### config.mk
export PLATFORM = sky130hd
export DESIGN_NAME = bcd_time_core
export DESIGN_NICKNAME = d
export VERILOG_FILES = /design/src/rtl/bcd_time_core.sv
export SDC_FILE = /design/constraint.sdc
export NUM_CORES = 1
export LEC_CHECK = 0
export ABC_CLOCK_PERIOD_IN_PS = 2900
export BUFFER_PORTS_ARGS = -buffer_cell sky130_fd_sc_hd__buf_2
export CORE_MARGIN = 3
export CORE_UTILIZATION = 57
export CTS_BUF_LIST = sky130_fd_sc_hd__clkbuf_8
export CTS_CLUSTER_SIZE = 8
export DETAILED_ROUTE_END_ITERATION = 12
export PLACE_DENSITY = 0.8
export SLEW_MARGIN = 40
export SYNTH_ARGS = -nofsm -noshare
export SYNTH_HDL_FRONTEND = slang
export SYNTH_SLANG_ARGS = --single-unit
### constraint.sdc
create_clock -name clk -period 2.9 [get_ports clk]
set_clock_uncertainty 0.2 [all_clocks]
set_input_delay 0.435 -clock clk [delete_from_list [all_inputs] [get_ports clk]]
set_output_delay 0.435 -clock clk [all_outputs]
set_load 0.01 [all_outputs]
### src/rtl/bcd_time_core.sv
// bcd_time_core: BCD time-keeping core (mm:ss or hh:mm:ss), count up or down,
// per-field adjust, load with clamping, lap capture and countdown expiry.
// Ports:
//   clk, rst          clock, asynchronous active-high reset
//   tick_1hz          1-cycle count pulse (steps time by 1 s in RUN)
//   tick_adj          1-cycle adjust-rate pulse (steps selected field in adjust)
//   run_toggle        toggles RUN<->PAUSE, DONE->PAUSE
//   clear             zeroes time and lap
//   dir_down          0 = count up, 1 = count down
//   adj_en, adj_sel   adjust mode level and field select (0=ss,1=mm,2=hh)
//   load_en, load_val load packed BCD preset (clamped)
//   lap_req           capture pre-update time into lap_digits
//   digits            packed BCD time {top tens, top ones, ..., ss tens, ss ones}
//   lap_digits        captured time, lap_valid marks a capture
//   running           1 in RUN
//   expired, rollover 1-cycle pulses on countdown reaching zero / count-up wrap
//   blink_field       one-hot mask of the field under adjust
module bcd_time_core #(
    parameter int unsigned NUM_FIELDS = 2,
    parameter int unsigned HOUR_MAX   = 23,
    parameter bit          START_RUN  = 1'b0
) (
    input  logic                    clk,
    input  logic                    rst,
    input  logic                    tick_1hz,
    input  logic                    tick_adj,
    input  logic                    run_toggle,
    input  logic                    clear,
    input  logic                    dir_down,
    input  logic                    adj_en,
    input  logic [1:0]              adj_sel,
    input  logic                    load_en,
    input  logic [8*NUM_FIELDS-1:0] load_val,
    input  logic                    lap_req,
    output logic [8*NUM_FIELDS-1:0] digits,
    output logic [8*NUM_FIELDS-1:0] lap_digits,
    output logic                    lap_valid,
    output logic                    running,
    output logic                    expired,
    output logic                    rollover,
    output logic [NUM_FIELDS-1:0]   blink_field
);

    localparam int unsigned W           = 8 * NUM_FIELDS;
    localparam int unsigned TOP_MAX     = (NUM_FIELDS == 3) ? HOUR_MAX : 59;
    localparam logic [7:0]  TOP_MAX_BCD = 8'(((TOP_MAX / 10) << 4) | (TOP_MAX % 10));
    localparam logic [7:0]  SUB_MAX_BCD = 8'h59;

    typedef enum logic [1:0] {S_RUN, S_PAUSE, S_DONE} state_t;

    state_t                state_q, state_d;
    logic [W-1:0]          digits_q, digits_d;
    logic [W-1:0]          lap_q, lap_d;
    logic                  lap_valid_q, lap_valid_d;
    logic                  running_q;
    logic                  expired_q, expired_d;
    logic                  rollover_q, rollover_d;
    logic [NUM_FIELDS-1:0] blink_q, blink_d;
    logic                  carry;
    logic                  all_zero;

    function automatic logic [7:0] field_max(input int unsigned f);
        return (f == NUM_FIELDS - 1) ? TOP_MAX_BCD : SUB_MAX_BCD;
    endfunction

    function automatic logic [7:0] bcd_inc(input logic [7:0] v);
        logic [3:0] t;
        t = v[7:4] + 4'd1;
        return (v[3:0] == 4'd9) ? {t, 4'd0} : {v[7:4], 4'(v[3:0] + 4'd1)};
    endfunction

    function automatic logic [7:0] bcd_dec(input logic [7:0] v);
        logic [3:0] t;
        t = v[7:4] - 4'd1;
        return (v[3:0] == 4'd0) ? {t, 4'd9} : {v[7:4], 4'(v[3:0] - 4'd1)};
    endfunction

    // Force each digit into 0..9, then clamp the field to its maximum.
    function automatic logic [7:0] load_fix(input logic [7:0] v, input logic [7:0] mx);
        logic [7:0] f;
        f[7:4] = (v[7:4] > 4'd9) ? 4'd9 : v[7:4];
        f[3:0] = (v[3:0] > 4'd9) ? 4'd9 : v[3:0];
        return (f > mx) ? mx : f;
    endfunction

    // Next-state, time update and pulse generation.
    always_comb begin
        state_d     = state_q;
        digits_d    = digits_q;
        lap_d       = lap_q;
        lap_valid_d = lap_valid_q;
        expired_d   = 1'b0;
        rollover_d  = 1'b0;
        blink_d     = '0;
        carry       = 1'b1;
        all_zero    = (digits_q == '0);

        if (adj_en && (32'(adj_sel) < NUM_FIELDS)) begin
            blink_d = NUM_FIELDS'(1) << adj_sel;
        end

        if (lap_req) begin
            lap_d       = digits_q;
            lap_valid_d = 1'b1;
        end

        if (clear) begin
            digits_d    = '0;
            lap_d       = '0;
            lap_valid_d = 1'b0;
        end else if (load_en) begin
            for (int unsigned f = 0; f < NUM_FIELDS; f++) begin
                digits_d[8*f +: 8] = load_fix(load_val[8*f +: 8], field_max(f));
            end
        end else if (adj_en) begin
            // Adjust wraps within the selected field only; counting is frozen.
            if (tick_adj) begin
                for (int unsigned f = 0; f < NUM_FIELDS; f++) begin
                    if (32'(adj_sel) == f) begin
                        digits_d[8*f +: 8] = (digits_q[8*f +: 8] == field_max(f)) ?
                                             8'h00 : bcd_inc(digits_q[8*f +: 8]);
                    end
                end
            end
        end else if ((state_q == S_RUN) && tick_1hz) begin
            if (!dir_down) begin
                // Ripple carry; a carry out of the top field leaves all fields at zero.
                for (int unsigned f = 0; f < NUM_FIELDS; f++) begin
                    if (carry) begin
                        if (digits_q[8*f +: 8] == field_max(f)) begin
                            digits_d[8*f +: 8] = 8'h00;
                        end else begin
                            digits_d[8*f +: 8] = bcd_inc(digits_q[8*f +: 8]);
                            carry              = 1'b0;
                        end
                    end
                end
                rollover_d = carry;
            end else begin
                if (!all_zero) begin
                    for (int unsigned f = 0; f < NUM_FIELDS; f++) begin
                        if (carry) begin
                            if (digits_q[8*f +: 8] == 8'h00) begin
                                digits_d[8*f +: 8] = field_max(f);
                            end else begin
                                digits_d[8*f +: 8] = bcd_dec(digits_q[8*f +: 8]);
                                carry              = 1'b0;
                            end
                        end
                    end
                end
                // Expire when the countdown lands on zero or is ticked while at zero.
                expired_d = (digits_d == '0);
            end
        end

        if (run_toggle) begin
            state_d = (state_q == S_PAUSE) ? S_RUN : S_PAUSE;
        end else if ((clear || load_en) && (state_q == S_DONE)) begin
            state_d = S_PAUSE;
        end
        if (expired_d) begin
            state_d = S_DONE;
        end
    end

    always_ff @(posedge clk or posedge rst) begin
        if (rst) begin
            state_q     <= START_RUN ? S_RUN : S_PAUSE;
            running_q   <= START_RUN;
            digits_q    <= '0;
            lap_q       <= '0;
            lap_valid_q <= 1'b0;
            expired_q   <= 1'b0;
            rollover_q  <= 1'b0;
            blink_q     <= '0;
        end else begin
            state_q     <= state_d;
            running_q   <= (state_d == S_RUN);
            digits_q    <= digits_d;
            lap_q       <= lap_d;
            lap_valid_q <= lap_valid_d;
            expired_q   <= expired_d;
            rollover_q  <= rollover_d;
            blink_q     <= blink_d;
        end
    end

    assign digits      = digits_q;
    assign lap_digits  = lap_q;
    assign lap_valid   = lap_valid_q;
    assign running     = running_q;
    assign expired     = expired_q;
    assign rollover    = rollover_q;
    assign blink_field = blink_q;

endmodule

==> flow_summary_export.csv <==
group,metric,value,unit
status,status,"complete, no violations",
global_route,grt_pass1_vias,2884,
logic_synthesis,netlist_area,0.00302,mm²
detailed_routing,vias,2950,
layout,num-nets-final,454,
floorplan,initial_core_util,61.5,%
cts,cts_root_buf,"clkbuf_8",
layout,syn_to_final_growth,19.3,%
timing,rsz0062_at_grt,"yes",
power_and_ir_drop,p_int,0.00107,W
setup_path,cp.arrival,2830,ps
floorplan,die_x,78.8,µm
timing,post-route-period-util,99.2,%
timing,fmax,348,MHz
power_and_ir_drop,pwr-share-seq,38.6,%
cts,clock_latency,290,ps
power_and_ir_drop,p_clk_share,22.3,%
cts,clockBufferDepth,2,
layout,final_cell_area,0.00360,mm²
global_route,grtUsageMet2,45.2,%
layout,drive_gt1_share,28.3,%
power_and_ir_drop,ir_drop,0.288,mV
logic_synthesis,synth-seq-cells,40,
floorplan,die_area,0.00621,mm²
timing,finalSetupViolCount,0,
placement,dpl.hpwl,6290,µm
timing,worst_slew_pin_slew,797,ps
logic_synthesis,yosys_warnings,0,
setup_path,path_class,"register to register",
global_route,busiest_layer,"met2",
cts,clock-sinks,40,
floorplan,ios,66,
detailed_routing,postRouteAntennaNets,0,
floorplan,die_h,78.8,µm
detailed_routing,wl_per_cell,17.8,µm
global_route,antenna_found_initial,0,
logic_synthesis,synth.area.top_cells,"dfrtp_1 (32%), mux2i_1 (6.6%), ha_1 (5.8%)",
placement,place.gp.congestion,0.925,
timing,maxSlewViolCount,0,
logic_synthesis,synth_top_cell_by_area,"dfrtp_1",
timing,min_period,2880,ps
setup_path,end_kind,"register",
layout,utilization,73.4,%
placement,io_buffers,65,
run,maxCapViolations,0,
global_route,grt_max_degree,41,
layout,antennaDiodeCount,0,
global_route,overflow,0,
logic_synthesis,synth_seq_area_share,33.2,%
timing,finalHoldViolations,0,
logic_synthesis,yosysTopAreaCellShare,32.3,%
power_and_ir_drop,p_per_area,478,mW/mm²
timing,fin_setup_tns,0,ps
power_and_ir_drop,switchingPower,0.000649,W
setup_path,required,2850,ps
global_route,met1_usage,38.8,%
power_and_ir_drop,combinationalPowerShare,39.1,%
cts,clk_pin_slew,80,ps
setup_path,critPathLaunchType,"register",
timing,hold_ws,67.3,ps
power_and_ir_drop,leakage,1.74,nW
logic_synthesis,ys.flop_type,"dfrtp_1",
logic_synthesis,synth_nets,381,
floorplan,core_region_area,0.00491,mm²
cts,cts_tree,"built",
setup_path,path_max_fanout,5,
detailed_routing,viasPerCell,6.15,
power_and_ir_drop,switching_share,37.7,%
detailed_routing,drt_iter0_markers,314,
cts,cts_buffers,5,
cts,cts_hold_buf,0,
timing,layout_setup_ws,24.3,ps
logic_synthesis,synthArstFlopShare,100,%
detailed_routing,drc,0,
logic_synthesis,synth_cell_types,67,
global_route,grt_pass1_wl,13800,µm
logic_synthesis,synth_cells,339,
cts,cts_max_level,2,
timing,slew_headroom,46.9,%
placement,place_area,0.00349,mm²
global_route,grtUsageTotal,27.9,%
detailed_routing,wirelength,8560,µm
logic_synthesis,post_synth.cell_area_avg,8.91,µm²
placement,post-place-ws,106,ps
logic_synthesis,synth_edf_count,0,
detailed_routing,first_pass_iters,5,
floorplan,rows,25,
min_path,min_path_type,"input pin to async pin",
global_route,grt_use_met3,3.74,%
[worst max-delay path, stage by stage, from the launching register on]
cell       delay, ps
dfrtp_1          380
inv_1            130
ha_1             250
or4b_4           540
nor4b_4          330
buf_4            180
o21ai_2           60
a2111oi_0        530
a211oi_1         120
[final timing paths]
path	from	end	slack (ps)	cells after the start
setup / recovery	digits[4]$_DFFE_PP0P_	digits[13]$_DFFE_PP0P_	20	8
hold / removal	rst	lap_valid$_DFFE_PP0P_	70	3
setup reg to reg	digits[4]$_DFFE_PP0P_	digits[13]$_DFFE_PP0P_	20	8
hold reg to reg	lap_valid$_DFFE_PP0P_	lap_valid$_DFFE_PP0P_	310	2
max in group asynchronous	rst	state_q[0]$_DFF_PP1_	2070	3
min in group clk	adj_sel[1]	blink_field[0]$_DFF_PP0_	130	2
[cell usage in the layout (no fill, tap or decap), drive strengths merged, types with 5 or more instances in the layout]
cell	n
nor2b	7
a211oi	11
nand3	9
o21ai	17
nor2	43
o31ai	7
buf	88
nor3	9
ha	14
mux2i	20
clkbuf	6
nand2b	6
xnor2	5
nand2	32
inv	13
a21oi	12
nor3b	6
dfrtp	39
nand4	7
a31oi	5
[kinds of logic after synthesis]
kind of cell | after synthesis | synth area share, %
adder cells (fa/ha/maj) | 14 | 5.80
AO/OA/AOI/OAI | 85 | 20.9
flip-flops | 40 | 33.2
AND/OR/NAND/NOR | 140 | 26.8
buffers and inverters | 33 | 4.72
XOR/XNOR | 7 | 2.03
multiplexers | 20 | 6.63
[synth_stat cells (all sizes together) (3+ instances only)]
| library cell | count |
|---|---|
| ha | 14 |
| inv | 11 |
| nor3b | 6 |
| nand4 | 7 |
| nor2 | 43 |
| a31oi | 5 |
| clkbuf | 15 |
| nor3 | 9 |
| a21oi | 12 |
| o21ai | 17 |
| nor2b | 7 |
| buf | 7 |
| o41ai | 4 |
| nand2b | 6 |
| nand2 | 32 |
| nor4b | 4 |
| and3b | 3 |
| nand3 | 9 |
| mux2i | 20 |
| a2111oi | 3 |
| a211oi | 11 |
| nand3b | 3 |
| xnor2 | 5 |
| a21o | 3 |
| o31ai | 7 |
| dfrtp | 39 |
[metal layers]
metal  part of all wire, %  up-vias  wire [µm]
met3                   8.7       14        743
met1                    43     1402       3650
li1                      -     1384          -
met4                   1.3        0        115
met5                     0        -          0
met2                    47      150       4050
[stage by stage]
stage	total power (W)	cells
after floorplan	0.00112	339
after global placement	0.00131	470
after detailed placement	0.00132	470
after CTS	0.00171	478
after global routing	0.00181	480
final	0.00172	480
[sequential cells by signal, indices dropped and copies added, names as in the netlist]
name / count
digits: 16
lap_digits: 16
blink_field: 2
state_q: 2
expired: 1
lap_valid: 1
rollover: 1
running: 1
[what timing repair did]
| item | in CTS | in global routing |
|---|---|---|
| buffers inserted | 0 | 2 |
| setup endpoints to repair | 0 | 6 |
| resized for setup | 0 | 2 |
[cell type report]
| cell class | instances | area [µm²] |
|---|---|---|
| multi-input cells | 266 | 1890 |
| fillers | 411 | 1310 |
| flip-flops and latches | 40 | 1000 |
| repair buffers | 88 | 498 |
| well taps | 67 | 83.8 |
| clock buffers | 6 | 82.6 |
| inverters | 11 | 41.3 |
| clock inverters | 2 | 7.51 |
[power by group through the flow]
stage | clock (W) | combinational, W | sequential (W)
final | 0.000384 | 0.000673 | 0.000666
after global routing | 0.000406 | 0.000733 | 0.000673
after CTS | 0.000387 | 0.000654 | 0.000664
after detailed placement | 0 | 0.000649 | 0.000675
after global placement | 0 | 0.000638 | 0.000671
after floorplan | 0 | 0.000420 | 0.000696
(Power assumes the default switching activity.)
